### config.mk
export PLATFORM = sky130hd
export DESIGN_NAME = countdown_timer
export DESIGN_NICKNAME = d
export VERILOG_FILES = /design/src/rtl/countdown_timer_pkg.sv /design/src/rtl/seg7_decode.sv /design/src/rtl/countdown_timer.sv
export SDC_FILE = /design/constraint.sdc
export NUM_CORES = 1
export LEC_CHECK = 0
export ABC_AREA = 0
export BUFFER_PORTS_ARGS = -buffer_cell sky130_fd_sc_hd__buf_2
export CAP_MARGIN = 20
export CORE_ASPECT_RATIO = 0.8
export CORE_MARGIN = 10
export CORE_UTILIZATION = 51
export CTS_BUF_LIST = sky130_fd_sc_hd__clkbuf_8 sky130_fd_sc_hd__clkbuf_16
export CTS_CLUSTER_DIAMETER = 120
export DETAILED_ROUTE_END_ITERATION = 10
export GPL_ROUTABILITY_DRIVEN = 0
export PLACE_DENSITY = 0.74
export SETUP_SLACK_MARGIN = 0.2
export SYNTH_ARGS = -nofsm -noshare
export SYNTH_HDL_FRONTEND = slang
export SYNTH_SLANG_ARGS = --single-unit
### constraint.sdc
create_clock -name CLOCK_50 -period 2.4 [get_ports CLOCK_50]
set_input_delay 0.48 -clock CLOCK_50 [delete_from_list [all_inputs] [get_ports CLOCK_50]]
set_output_delay 0.48 -clock CLOCK_50 [all_outputs]
set_load 0.005 [all_outputs]
### src/rtl/countdown_timer_pkg.sv
// Shared types, seven-segment constants and BCD helpers for the countdown timer.
package countdown_timer_pkg;

    typedef logic [3:0] bcd_t;

    typedef enum logic [1:0] {
        S_IDLE  = 2'd0,
        S_RUN   = 2'd1,
        S_PAUSE = 2'd2,
        S_DONE  = 2'd3
    } state_t;

    // Active-low segments, bit 6 = g ... bit 0 = a; element index = digit.
    localparam logic [9:0][6:0] SEG_DIGITS = {
        7'b0010000, 7'b0000000, 7'b1111000, 7'b0000010, 7'b0010010,
        7'b0011001, 7'b0110000, 7'b0100100, 7'b1111001, 7'b1000000
    };
    localparam logic [6:0] SEG_BLANK = 7'b1111111;

    function automatic bcd_t bcd_clamp(input bcd_t d);
        return (d > 4'd9) ? 4'd9 : d;
    endfunction

    // Three-digit BCD decrement with borrow; callers never pass 000.
    function automatic logic [2:0][3:0] bcd_dec(input logic [2:0][3:0] v);
        logic [2:0][3:0] r;
        logic            borrow;
        r      = v;
        borrow = 1'b1;
        for (int i = 0; i < 3; i++) begin
            if (borrow) begin
                if (v[i] == 4'd0) begin
                    r[i] = 4'd9;
                end else begin
                    r[i]   = v[i] - 4'd1;
                    borrow = 1'b0;
                end
            end
        end
        return r;
    endfunction

endpackage

### src/rtl/seg7_decode.sv
// BCD digit to active-low seven-segment pattern; any code above 9 is blank.
module seg7_decode
    import countdown_timer_pkg::*;
(
    input  bcd_t       digit,
    output logic [6:0] seg
);
    always_comb begin
        seg = SEG_BLANK;
        if (digit <= 4'd9) seg = SEG_DIGITS[digit];
    end
endmodule

### src/rtl/countdown_timer.sv
// Three-digit BCD countdown timer with start/pause and load keys.
// Optional COUNTDOWN_BLINK_EN blinks the 000 display while in DONE.
module countdown_timer
    import countdown_timer_pkg::*;
#(
    parameter int TICK_DIV = 50_000_000
) (
    input  logic        CLOCK_50,
    input  logic [3:0]  KEY,
    input  logic [17:0] SW,
    output logic [6:0]  HEX0,
    output logic [6:0]  HEX1,
    output logic [6:0]  HEX2,
    output logic [17:0] LEDR
);
    localparam int            PW        = $clog2(TICK_DIV);
    localparam logic [PW-1:0] PRESC_MAX = PW'(TICK_DIV - 1);

    logic            rst_n;
    logic [1:0]      start_s, load_s;
    logic            start_q, load_q;
    logic            start_p, load_p;
    state_t          state;
    logic [2:0]      flags;
    logic [2:0][3:0] cnt;
    logic [2:0][3:0] sw_bcd;
    logic [PW-1:0]   presc;
    logic            tick;
    logic            blank;
    logic [2:0][3:0] disp;
    logic [2:0][6:0] hex;
    logic            unused_bits;

    assign rst_n       = KEY[0];
    assign unused_bits = ^{KEY[3], SW[17:12]};

    // Keys idle high, so the synchronizers reset to 1 and release makes no edge.
    always_ff @(posedge CLOCK_50 or negedge rst_n) begin
        if (!rst_n) begin
            start_s <= 2'b11;
            load_s  <= 2'b11;
            start_q <= 1'b1;
            load_q  <= 1'b1;
        end else begin
            start_s <= {start_s[0], KEY[1]};
            load_s  <= {load_s[0], KEY[2]};
            start_q <= start_s[1];
            load_q  <= load_s[1];
        end
    end

    assign start_p = start_q & ~start_s[1];
    assign load_p  = load_q & ~load_s[1];
    assign sw_bcd  = {bcd_clamp(SW[11:8]), bcd_clamp(SW[7:4]), bcd_clamp(SW[3:0])};
    assign tick    = (state == S_RUN) && (presc == PRESC_MAX);

    always_ff @(posedge CLOCK_50 or negedge rst_n) begin
        if (!rst_n) begin
            state <= S_IDLE;
            flags <= 3'b000;
            cnt   <= '0;
            presc <= '0;
        end else begin
            case (state)
                S_IDLE: begin
                    presc <= '0;
                    if (load_p) begin
                        cnt <= sw_bcd;
                    end else if (start_p && cnt != '0) begin
                        state <= S_RUN;
                        flags <= 3'b001;
                    end
                end
                S_RUN: begin
                    // Load is ignored here; a start coincident with the tick still pauses.
                    presc <= tick ? '0 : presc + PW'(1);
                    if (tick && cnt == 12'h001) begin
                        cnt   <= '0;
                        state <= S_DONE;
                        flags <= 3'b100;
                    end else begin
                        if (tick) cnt <= bcd_dec(cnt);
                        if (start_p) begin
                            state <= S_PAUSE;
                            flags <= 3'b010;
                        end
                    end
                end
                S_PAUSE: begin
                    if (load_p) begin
                        cnt   <= sw_bcd;
                        presc <= '0;
                        state <= S_IDLE;
                        flags <= 3'b000;
                    end else if (start_p) begin
                        state <= S_RUN;
                        flags <= 3'b001;
                    end
                end
                S_DONE: begin
                    presc <= '0;
                    if (load_p || start_p) begin
                        cnt   <= load_p ? sw_bcd : '0;
                        state <= S_IDLE;
                        flags <= 3'b000;
                    end
                end
                default: begin
                    state <= S_IDLE;
                    flags <= 3'b000;
                end
            endcase
        end
    end

`ifdef COUNTDOWN_BLINK_EN
    localparam int            HALF = (TICK_DIV / 2 < 1) ? 1 : TICK_DIV / 2;
    localparam int            BW   = (HALF > 1) ? $clog2(HALF) : 1;
    localparam logic [BW-1:0] BMAX = BW'(HALF - 1);

    logic [BW-1:0] blink_cnt;
    logic          blink_ph;

    always_ff @(posedge CLOCK_50 or negedge rst_n) begin
        if (!rst_n) begin
            blink_cnt <= '0;
            blink_ph  <= 1'b0;
        end else if (state != S_DONE) begin
            blink_cnt <= '0;
            blink_ph  <= 1'b0;
        end else if (blink_cnt == BMAX) begin
            blink_cnt <= '0;
            blink_ph  <= ~blink_ph;
        end else begin
            blink_cnt <= blink_cnt + BW'(1);
        end
    end

    assign blank = blink_ph && (state == S_DONE);
`else
    assign blank = 1'b0;
`endif

    for (genvar i = 0; i < 3; i++) begin : g_seg
        assign disp[i] = blank ? 4'hF : cnt[i];
        seg7_decode u_seg (
            .digit (disp[i]),
            .seg   (hex[i])
        );
    end

    assign HEX0 = hex[0];
    assign HEX1 = hex[1];
    assign HEX2 = hex[2];
    assign LEDR = {15'b0, flags};

endmodule
==> flow_summary.json <==
{
  "die_h_um": 93.2,
  "netSwitchingFraction_pct": 44.5,
  "crit_path_max_fanout": 4,
  "synth_xor_area_share_pct": 3.33,
  "cts-root-buf": "sky130_fd_sc_hd__clkbuf_8",
  "unique_masters_post_synth": 64,
  "fp.coreArea_mm2": 0.00644,
  "grt.overflow.total": 0,
  "p_comb_share_pct": 64.9,
  "drive_above_1_share_pct": 33.3,
  "yosys-mux-area-fraction_pct": 3.52,
  "synth_sequential_area_ratio_pct": 36.1,
  "final_setup_slack_of_the_worst_path_ns": 0.0912,
  "postSynthAreaPerCell_um2": 8.52,
  "die_area_mm2": 0.0104,
  "netlist_top_cells_count": "43 x sky130_fd_sc_hd__dfrtp_1, 43 x sky130_fd_sc_hd__nor2_1, 39 x sky130_fd_sc_hd__nand2_1",
  "timing.final.hold_violations": 0,
  "area.sequential_mm2": 0.00124,
  "fp-row-count": 26,
  "insertedDiodeCount": 0,
  "setup_violations": 0,
  "route.antenna.remaining_nets": 0,
  "dp_slack_ns": 0.0315,
  "die_w_um": 112,
  "drt-vias-per-instance": 5.88,
  "grt_pass1_wl_um": 14600,
  "rr_startpoint": "cnt[1]",
  "clkPwrFrac_pct": 12.2,
  "synth_ff_type": "sky130_fd_sc_hd__dfrtp_1",
  "syn_inst": 401,
  "synth_simple_gate_area_share_pct": 25.1,
  "number_of_enable_flip_flop_cells_after_synthesis": 0,
  "tritoncts_clock_tree": "done",
  "num-nets-final": 518,
  "multi_input_comb_area_mm2": 0.00222,
  "synthDominantAreaCellType": "sky130_fd_sc_hd__dfrtp_1",
  "synthAdderAreaFrac_pct": 5.49,
  "yosys-top-cells-area": "sky130_fd_sc_hd__dfrtp_1 31%, sky130_fd_sc_hd__ha_1 5.5%, sky130_fd_sc_hd__nor2_1 4.7%, sky130_fd_sc_hd__a21oi_1 4.7%, sky130_fd_sc_hd__dfstp_2 4.6%",
  "cts.clk_slew.worst_paths_ns": 0.11,
  "ys_warn_count": 0,
  "portBuffers": 39,
  "cts_buffer_depth": 2,
  "rsz0062_at_grt": "true",
  "post_layout_nonfiller_instances": 565,
  "dr_total_vias": 3324,
  "hp-class": "input port to async pin",
  "flow.area_growth_from_synthesis_pct": 27.3,
  "worst_ep_arrival_time_ns": 2.52,
  "period_share_pct": 96.2,
  "clkLatencyLatePin_ns": 0.31,
  "maxCapViolCount": 0,
  "fillcell_total": 507,
  "net-switching-power_uw": 2220,
  "synth_area_mm2": 0.00342,
  "power_report.internal_total_uw": 2770,
  "critPathLaunchType": "flop",
  "h-tree-depth": 2,
  "result_of_the_run": "finished, final reports clean",
  "power.static_leakage_uw": 0.00194,
  "maximum_number_of_pins_on_one_net_before_global_route_repair": 26,
  "grt_antenna_before_repair": 0,
  "grt.total_usage_pct": 16.3,
  "postRouteWirelength_um": 9420,
  "compound_gate_fraction_of_synth_area_pct": 19.1,
  "post_dp_cell_area_mm2": 0.00387,
  "design_area_mm2": 0.00435,
  "dpl.hpwl_um": 6470,
  "setup.reg_to_reg.worst_slack_ns": 0.09,
  "numPlacedInstances": 534,
  "wl_per_cell_um": 16.7,
  "worst-setup-path-type": "flop to flop",
  "worstMarginPinSlew_ns": 0.589,
  "vdd_drop_max_v": 0.000719,
  "slew_headroom_pct": 60.6,
  "total_of_flip_flops_plus_latches_after_synthesis": 49,
  "synth.top_cell.area_share_pct": 31.5,
  "number_of_buffers_created_by_cts": 5,
  "worst_r2r_path_cells": 7,
  "seq_power_share_pct": 22.9,
  "drtPass1Iterations": 5,
  "ys_async_sr_fraction_pct": 100,
  "skew_ns": 0.0170,
  "cellPowerDensity_mw_per_mm2": 1150,
  "initial_utilization_pct": 53.0,
  "first_iter_violations": 204,
  "floorplan.io_pins": 62,
  "timing.fmax_mhz": 433,
  "finalWorstPathRequiredPeriod_ns": 2.31,
  "drcViolationCount": 0,
  "critical_path_required_ns": 2.61,
  "timing.setup.tns_ns": 0,
  "finalMaxSlewViolations": 0,
  "hold_ws_ns": 0.162,
  "endpoint_kind": "flop",
  "grt_pass1_vias": 3025,
  "clkSinkCount": 49,
  "reg2reg_to": "cnt[11]",
  "main_combinational_cell_family_by_area_after_synthesis": "simple AND/OR/NAND/NOR gates"
}
==> worst max path at each step <==
stage	start	endpoint	slack [ns]	cells past startpoint
6_report	cnt[1]	cnt[11]	0.09	7
5_1_grt	cnt[1]	cnt[11]	0.06	7
4_1_cts	cnt[9]	cnt[11]	0.12	7
3_5_place_dp	cnt[1]	cnt[11]	0.03	7
3_3_place_gp	cnt[1]	cnt[8]	0.12	7
2_1_floorplan	cnt[9]	cnt[9]	0.15	8
==> flip-flops by register name, summed over array words and instances, names as in the netlist <==
register	count
start_q	1
presc	26
load_s	2
start_s	2
state	2
load_q	1
cnt	12
flags	3
==> metal layers <==
layer  share of wire (%)  vias up  global-route usage, %
met5                   0        -                      0
met4                0.48        0                   3.42
met3                 7.2        6                   3.64
met2                  46      132                   24.7
met1                  46     1619                   23.3
li1                    -     1567                      -
==> critical path: stages (launching register included) <==
cell and delay (ns):
sky130_fd_sc_hd__dfrtp_1 0.40, sky130_fd_sc_hd__inv_2 0.10, sky130_fd_sc_hd__ha_4 0.15, sky130_fd_sc_hd__or3b_4 0.42, sky130_fd_sc_hd__nor4_4 0.35, sky130_fd_sc_hd__nor2_2 0.09
sky130_fd_sc_hd__a211oi_4 0.37, sky130_fd_sc_hd__mux2_4 0.33
==> through the flow <==
stage | total power (uW) | util [%]
6_report | 4980 | 67.5
4_1_cts | 4620 | 64.3
3_5_place_dp | 3820 | 60.1
5_1_grt | 5330 | 67.5
3_3_place_gp | 3750 | 60.1
2_1_floorplan | 2900 | -
==> layout make-up <==
cell class / instances / share of cell area [%]
flip-flops and latches: 49 / 28.4
multi-input cells: 318 / 51.1
repair buffers: 90 / 13.9
well taps: 84 / 2.42
clock inverters: 3 / 1.06
clock buffers: 5 / 1.58
inverters: 16 / 1.47
==> cells by family (layout without fill, tap and decap cells) <==
logic type / after synthesis / after routing
simple gates: 165 / 165
compound gates: 99 / 99
flops: 49 / 49
buf+inv: 48 / 114
fa+ha+maj: 15 / 15
xor+xnor: 13 / 13
mux: 11 / 11
other cells: 1 / 15
==> layout by cell type (no fill, tap or decap), drive strengths merged, types with 4 or more instances in the layout <==
cell	synthesis	routed
nor2b	5	5
dfrtp	43	43
inv	16	15
a31oi	4	4
nor2	44	44
nand4	10	10
nor3	6	6
o21a	4	4
a21oi	33	33
conb	1	15
or3	7	7
o21ai	21	21
buf	21	90
nand2	39	39
mux2	8	8
or4	7	7
clkbuf	11	5
ha	15	15
nand3	18	18
xor2	9	9
o211ai	4	4
dfstp	6	6
nand2b	6	6
xnor2	4	4
or3b	4	4
and3	4	4
nor4	4	4
a22o	4	4
==> repair_timing <==
| action | in CTS | in global routing |
|---|---|---|
| hold buffers | 0 | 0 |
| gates cloned | 0 | 0 |
| pin swaps | 11 | 21 |
| setup buffers | 14 | 9 |
| resized for setup | 14 | 32 |
| endpoints found under the setup margin | 19 | 50 |
==> power by group through the flow <==
| stage | clock network [uW] | logic, uW | registers (uW) |
|---|---|---|---|
| after global placement | 0 | 2620 | 1130 |
| after CTS | 616 | 2880 | 1120 |
| final | 610 | 3230 | 1140 |
| after global routing | 655 | 3520 | 1160 |
| after detailed placement | 0 | 2680 | 1140 |
| after floorplan | 0 | 1800 | 1100 |
Note: power is estimated with default switching activity, not from simulation.
